`config.mk`:
```
export PLATFORM = sky130hd
export DESIGN_NAME = axis_packet_sink
export DESIGN_NICKNAME = d
export VERILOG_FILES = /design/src/rtl/axis_packet_sink.sv
export SDC_FILE = /design/constraint.sdc
export NUM_CORES = 2
export LEC_CHECK = 0
export CAP_MARGIN = 40
export CORE_MARGIN = 1.5
export CORE_UTILIZATION = 28
export CTS_BUF_LIST = sky130_fd_sc_hd__clkbuf_8
export DETAILED_ROUTE_END_ITERATION = 6
export MAX_ROUTING_LAYER = met4
export PLACE_DENSITY = 0.52
export SYNTH_ARGS = -nofsm -noshare
export SYNTH_HDL_FRONTEND = slang
export SYNTH_SLANG_ARGS = --single-unit
```
`constraint.sdc`:
```
create_clock -name clk -period 5 [get_ports clk]
set_clock_uncertainty 0.1 [all_clocks]
set_input_delay 0.75 -clock clk [delete_from_list [all_inputs] [get_ports clk]]
set_output_delay 0.75 -clock clk [all_outputs]
set_load 0.1 [all_outputs]
```
`src/rtl/axis_packet_sink.sv`:
```
// axis_packet_sink: AXI-stream packet sink with random back-pressure, a word
// buffer, keep/overflow checks and an optional signed checksum.
// Ports: clk, rst (async high); s_valid/s_ready/s_last/s_keep/s_data beat in;
// pkt_done, pkt_words, keep_err, ovf_err, pkt_sum status; pkt_ack release;
// rd_addr -> rd_data registered buffer read.
// Option: define AXIS_SINK_CHECKSUM_EN to enable the pkt_sum accumulator.
module axis_packet_sink #(
  parameter int WORD_W = 8,
  parameter int BUS_W = 8,
  parameter int PROB_READY = 20,
  parameter int DEPTH = 256,
  parameter logic [15:0] SEED = 16'hACE1,
  localparam int WPB = BUS_W / WORD_W,
  localparam int AW = $clog2(DEPTH),
  localparam int CW = AW + 1
) (
  input  logic clk,
  input  logic rst,
  input  logic s_valid,
  output logic s_ready,
  input  logic s_last,
  input  logic [WPB-1:0] s_keep,
  input  logic [WPB*WORD_W-1:0] s_data,
  output logic pkt_done,
  output logic [CW-1:0] pkt_words,
  output logic keep_err,
  output logic ovf_err,
  input  logic pkt_ack,
  input  logic [AW-1:0] rd_addr,
  output logic [WORD_W-1:0] rd_data,
  output logic [31:0] pkt_sum
);

  typedef enum logic [1:0] {IDLE, RECV, DONE} state_t;

  state_t state;
  logic [15:0] lfsr;
  logic [15:0] lfsr_nxt;
  logic [15:0] lfsr_mod;
  logic rnd;
  logic accept;
  logic bad_keep;
  logic drop;
  logic [31:0] pos;
  logic [CW-1:0] words_nxt;
  logic [WPB-1:0] wr_en;
  logic [AW-1:0] wr_addr [WPB];
  logic [WORD_W-1:0] mem [DEPTH];

  // Galois LFSR, taps 16,14,13,11
  assign lfsr_nxt = {1'b0, lfsr[15:1]} ^ (lfsr[0] ? 16'hB400 : 16'h0000);
  assign lfsr_mod = lfsr % 16'd100;
  assign rnd = {16'd0, lfsr_mod} < 32'(PROB_READY);

  assign accept = s_valid && s_ready && (state != DONE);

  // keep must look like 0..01..1; non-last beats must keep every lane
  assign bad_keep = ((s_keep & (s_keep + WPB'(1))) != '0)
                 || (!s_last && !(&s_keep));

  // kept lanes pack at consecutive addresses; words past DEPTH drop
  always_comb begin
    wr_en = '0;
    drop = 1'b0;
    pos = 32'(pkt_words);
    for (int i = 0; i < WPB; i++) begin
      wr_addr[i] = '0;
      if (s_keep[i]) begin
        if (pos < 32'(DEPTH)) begin
          wr_en[i] = accept;
          wr_addr[i] = pos[AW-1:0];
        end else begin
          drop = 1'b1;
        end
        pos = pos + 32'd1;
      end
    end
    words_nxt = (pos > 32'(DEPTH)) ? CW'(DEPTH) : pos[CW-1:0];
  end

  always_ff @(posedge clk or posedge rst) begin
    if (rst) begin
      state <= IDLE;
      s_ready <= 1'b0;
      pkt_done <= 1'b0;
      pkt_words <= '0;
      keep_err <= 1'b0;
      ovf_err <= 1'b0;
      lfsr <= SEED;
    end else begin
      lfsr <= lfsr_nxt;
      // no offer while in DONE nor on the cycle right after the last beat
      s_ready <= (state != DONE) && !(accept && s_last) && rnd;
      unique case (state)
        IDLE, RECV: begin
          if (accept) begin
            pkt_words <= words_nxt;
            if (bad_keep) keep_err <= 1'b1;
            if (drop) ovf_err <= 1'b1;
            if (s_last) begin
              state <= DONE;
              pkt_done <= 1'b1;
            end else begin
              state <= RECV;
            end
          end
        end
        DONE: begin
          if (pkt_ack) begin
            state <= IDLE;
            pkt_done <= 1'b0;
            pkt_words <= '0;
            keep_err <= 1'b0;
            ovf_err <= 1'b0;
          end
        end
        default: state <= IDLE;
      endcase
    end
  end

`ifdef AXIS_SINK_CHECKSUM_EN
  logic [31:0] sum_add;

  always_comb begin
    sum_add = '0;
    for (int i = 0; i < WPB; i++) begin
      if (wr_en[i]) begin
        sum_add = sum_add
          + 32'(signed'(s_data[i*WORD_W +: WORD_W]));
      end
    end
  end

  always_ff @(posedge clk or posedge rst) begin
    if (rst) begin
      pkt_sum <= '0;
    end else if (state == DONE && pkt_ack) begin
      pkt_sum <= '0;
    end else if (accept) begin
      pkt_sum <= pkt_sum + sum_add;
    end
  end
`else
  assign pkt_sum = '0;
`endif

  always_ff @(posedge clk) begin
    for (int i = 0; i < WPB; i++) begin
      if (wr_en[i]) mem[wr_addr[i]] <= s_data[i*WORD_W +: WORD_W];
    end
  end

  always_ff @(posedge clk or posedge rst) begin
    if (rst) rd_data <= '0;
    else rd_data <= mem[rd_addr];
  end

endmodule

```
==> impl_metrics.py <==
metrics = {
    "clock_network": {
        "cts_tree": "yes",
        "cts_made_buffers": 357,
        "clk_path_buf_depth": 4,
        "cts_root_buf": "clkbuf_8",
        "clk_latency_ns": 1.07,
        "h-tree-depth": 5,
        "cts.sinks": 2087,
        "clk_pin_slew_ns": 0.06,
    },
    "critical_path": {
        "max_stage_delay_ns": 0.64,
        "arrival_ns": 6.15,
        "critPathCaptureType": "register",
        "worstPathMaxFanout": 8,
        "cp.required_ns": 5.90,
        "startpoint_type": "register",
        "slowest_stage": "dfstp_2",
        "worst_path_most_repeated_cell": "buf_4",
        "path_class": "reg2reg",
        "rr_startpoint": "lfsr[15]",
        "rr_worst_depth": 24,
        "critical_path.startpoint": "lfsr[15]",
        "crit_path_cell_trace": "buf_6 > buf_4 > nand2_1 > o32ai_1 > buf_4 > nor4_4 > nor3_1 > a21boi_4 > a21oi_4 > xor2_4 > o31a_1 > buf_4 > o21ai_4 > xnor2_2 > a32o_2 > nand2b_2 > maj3_2 > a21oi_2 > mux2_4 > buf_6 > and2_4 > o31ai_4 > o221ai_2 > a21oi_2",
    },
    "yosys": {
        "synthTopCellsByArea": "edfxtp_1, mux4_2, nor2_1",
        "avgSynthCellArea_um2": 22.37,
        "async_reset_ff_frac": 0.01869,
        "yosysTopAreaCellShare": 0.7429,
        "synth_area_um2": 82780,
        "ys_types": 105,
        "synth_edf_count": 2048,
        "ys.flop_type": "edfxtp_1",
        "yosysSeqAreaShare": 0.7548,
        "synth_cells": 3701,
        "yosys_warnings": 0,
        "yosys_register_bits": 2087,
        "synth_top_area_cell": "edfxtp_1",
    },
    "floorplan": {
        "dieArea_um2": 298900,
        "die_h_um": 546.7,
        "start_util": 0.2815,
        "rows": 199,
        "core_um2": 294100,
        "io_pins": 75,
        "dieWidth_um": 546.7,
    },
    "power_and_ir_drop": {
        "vdd_drop_max_v": 0.0003288,
        "power.density_nw_per_um2": 360.5,
        "leakage_nw": 31.30,
        "total_power_w": 0.03555,
    },
    "global_routing": {
        "antenna_found_initial": 13,
        "grt_max_degree": 143,
        "grt_usage": 0.1463,
        "grt_pass1_wl_mm": 309.9,
        "first_global_vias": 42525,
        "overflow": 0,
    },
    "job": {
        "max-cap-violations": 0,
    },
    "sta": {
        "finalSetupViolCount": 1,
        "tightestPinTransition_ns": 1.195,
        "relSlewSlack": 0.2036,
        "hold_violations": 0,
        "rsz0062_at_grt": "true",
        "period_share": 1.050,
        "fmax_mhz": 190.5,
        "worst_slack_ns": -0.2484,
        "slew_violations": 0,
        "min_period_ns": 5.248,
    },
    "run_status": {
        "status": "finished, violations left",
        "violations": "DRC, setup timing",
    },
    "route": {
        "vias": 40696,
        "via_per_inst": 4.733,
        "firstDrtPassIters": 7,
        "drc": 30,
        "ant_nets": 0,
        "drt-initial-drc-count": 3747,
        "routed_wl_mm": 213.7,
        "wl_per_cell_um": 24.86,
    },
    "place": {
        "dp_hpwl_mm": 134.0,
        "gp_congestion": 0.7895,
        "portBuffers": 42,
        "pre_cts_ws_ns": -0.5138,
    },
    "final_layout": {
        "final_nets": 4438,
        "syn_to_final_growth_pct": 19.13,
        "postLayoutCoreUtil": 0.3354,
        "final_layout_size_suffix_gt1_frac": 0.3787,
    },
    "worst_hold_path": {
        "hp-class": "in2reg",
        "hold_path_depth": 1,
        "hp-start": "s_data[6]",
    },
}
-- layout by cell type, fill, tap and decap left out, types with 7 or more instances in the layout --
master	netlist	layout
buf_8	0	24
nor2_1	297	294
nand2_1	57	55
nand3_1	27	24
edfxtp_1	2048	2048
clkinv_1	1	91
inv_1	12	125
buf_16	0	8
buf_12	0	40
a21oi_2	8	9
dfrtp_1	31	30
buf_4	38	451
nor2b_1	10	9
o21ai_0	28	21
o31ai_1	9	7
nor3_1	16	13
and3_1	7	7
buf_6	6	18
mux4_2	680	680
dfstp_2	8	8
clkbuf_8	4	368
nand2b_1	9	8
o211ai_1	8	8
a21oi_1	27	23
clkdlybuf4s50_1	0	27
conb_1	1	32
clkinv_2	0	32
-- critical path, delay by kind of cell, from the launching register on --
kind                     cells  cell delay [ns]
buffers and inverters        5             0.77
multiplexers                 1             0.33
flip-flops                   1             0.64
AO/OA/AOI/OAI               10             2.10
AND/OR/NAND/NOR              5             0.60
adder cells (fa/ha/maj)      1             0.35
XOR/XNOR                     2             0.35
-- stage by stage --
stage / TNS (ns) / instance area [µm²] / hold WS (ns) / cells
5_1_grt: -0.4452 / 98610 / 0.08165 / 8598
4_1_cts: -0.1446 / 98500 / 0.02731 / 8593
6_report: -0.2484 / 98610 / 0.09660 / 8599
2_1_floorplan: 0 / 82930 / 0.2330 / 3732
3_5_place_dp: -0.5138 / 91620 / 0.2476 / 7943
3_3_place_gp: -0.2944 / 91170 / 0.2475 / 7919
-- report_power, final --
part	internal, W	switching, W
Combinational	0.000910	0.00154
Sequential	0.0193	0.0000756
Clock	0.00705	0.00671
Total	0.0272	0.00833
-- final cells by class --
class / instances / area, µm²
Tap cell: 3919 / 4903
Timing Repair Buffer: 571 / 5260
Inverter: 13 / 48.80
Clock inverter: 253 / 1174
Fill cell: 27491 / 195400
Multi-Input combinational cell: 1385 / 19670
Sequential cell: 2087 / 62490
Antenna cell: 3 / 7.507
Clock buffer: 368 / 5065
-- path summary, 6_finish.rpt --
check | endpoint | slack, ns
setup / recovery | s_ready | -0.25
hold / removal | mem[111][6] | 0.1
setup reg to reg | s_ready | -0.25
hold reg to reg | lfsr[0] | 0.25
max in group asynchronous | lfsr[14] | 3.65
min in group asynchronous | rd_data[0] | 0.62
-- per-layer routing --
layer	vias to the layer above	GRT usage	part of all wire
li1	17081	-	-
met1	22065	0.1918	0.43
met2	1275	0.2357	0.50
met3	275	0.02353	0.053
met4	0	0.03991	0.021
met5	-	-	0
-- Yosys cell counts, types with 7 or more instances --
master	n
o31ai_1	9
clkbuf_1	141
edfxtp_1	2048
nor2b_1	10
and3_1	7
dfrtp_1	31
dfstp_2	8
o21ai_0	28
a21oi_1	27
nand2_1	57
inv_1	12
buf_1	55
nor2_1	297
o211ai_1	8
nand3_1	27
buf_4	38
nand2b_1	9
nor3_1	16
a21oi_2	8
xnor2_1	8
mux4_2	680
-- repair_timing --
| item | in CTS | in global routing |
|---|---|---|
| setup buffers | 27 | 3 |
| hold buffers | 1 | 0 |
| cloned | 2 | 0 |
| setup endpoints to repair | 1 | 1 |
| endpoints found under the hold margin | 10 | 0 |
| gates resized for setup | 80 | 16 |
| pin swaps | 37 | 10 |
-- sequential cells by signal, summed over array words and instances, names as in the netlist --
signal	count
pkt_done	1
keep_err	1
ovf_err	1
state	2
rd_data	8
lfsr	16
mem	2048
s_ready	1
pkt_words	9
-- kinds of logic after synthesis --
| logic type | share of synthesized area |
|---|---|
| AOI/OAI and AO/OA | 0.01599 |
| other | 0.00004530 |
| and+or+nand+nor | 0.02573 |
| DFF | 0.7548 |
| buffers and inverters | 0.01478 |
| muxes | 0.1858 |
| xor gates and xnor gates | 0.002056 |
| adders and majority gates | 0.0007860 |
Note: power is estimated with default switching activity, not from simulation.
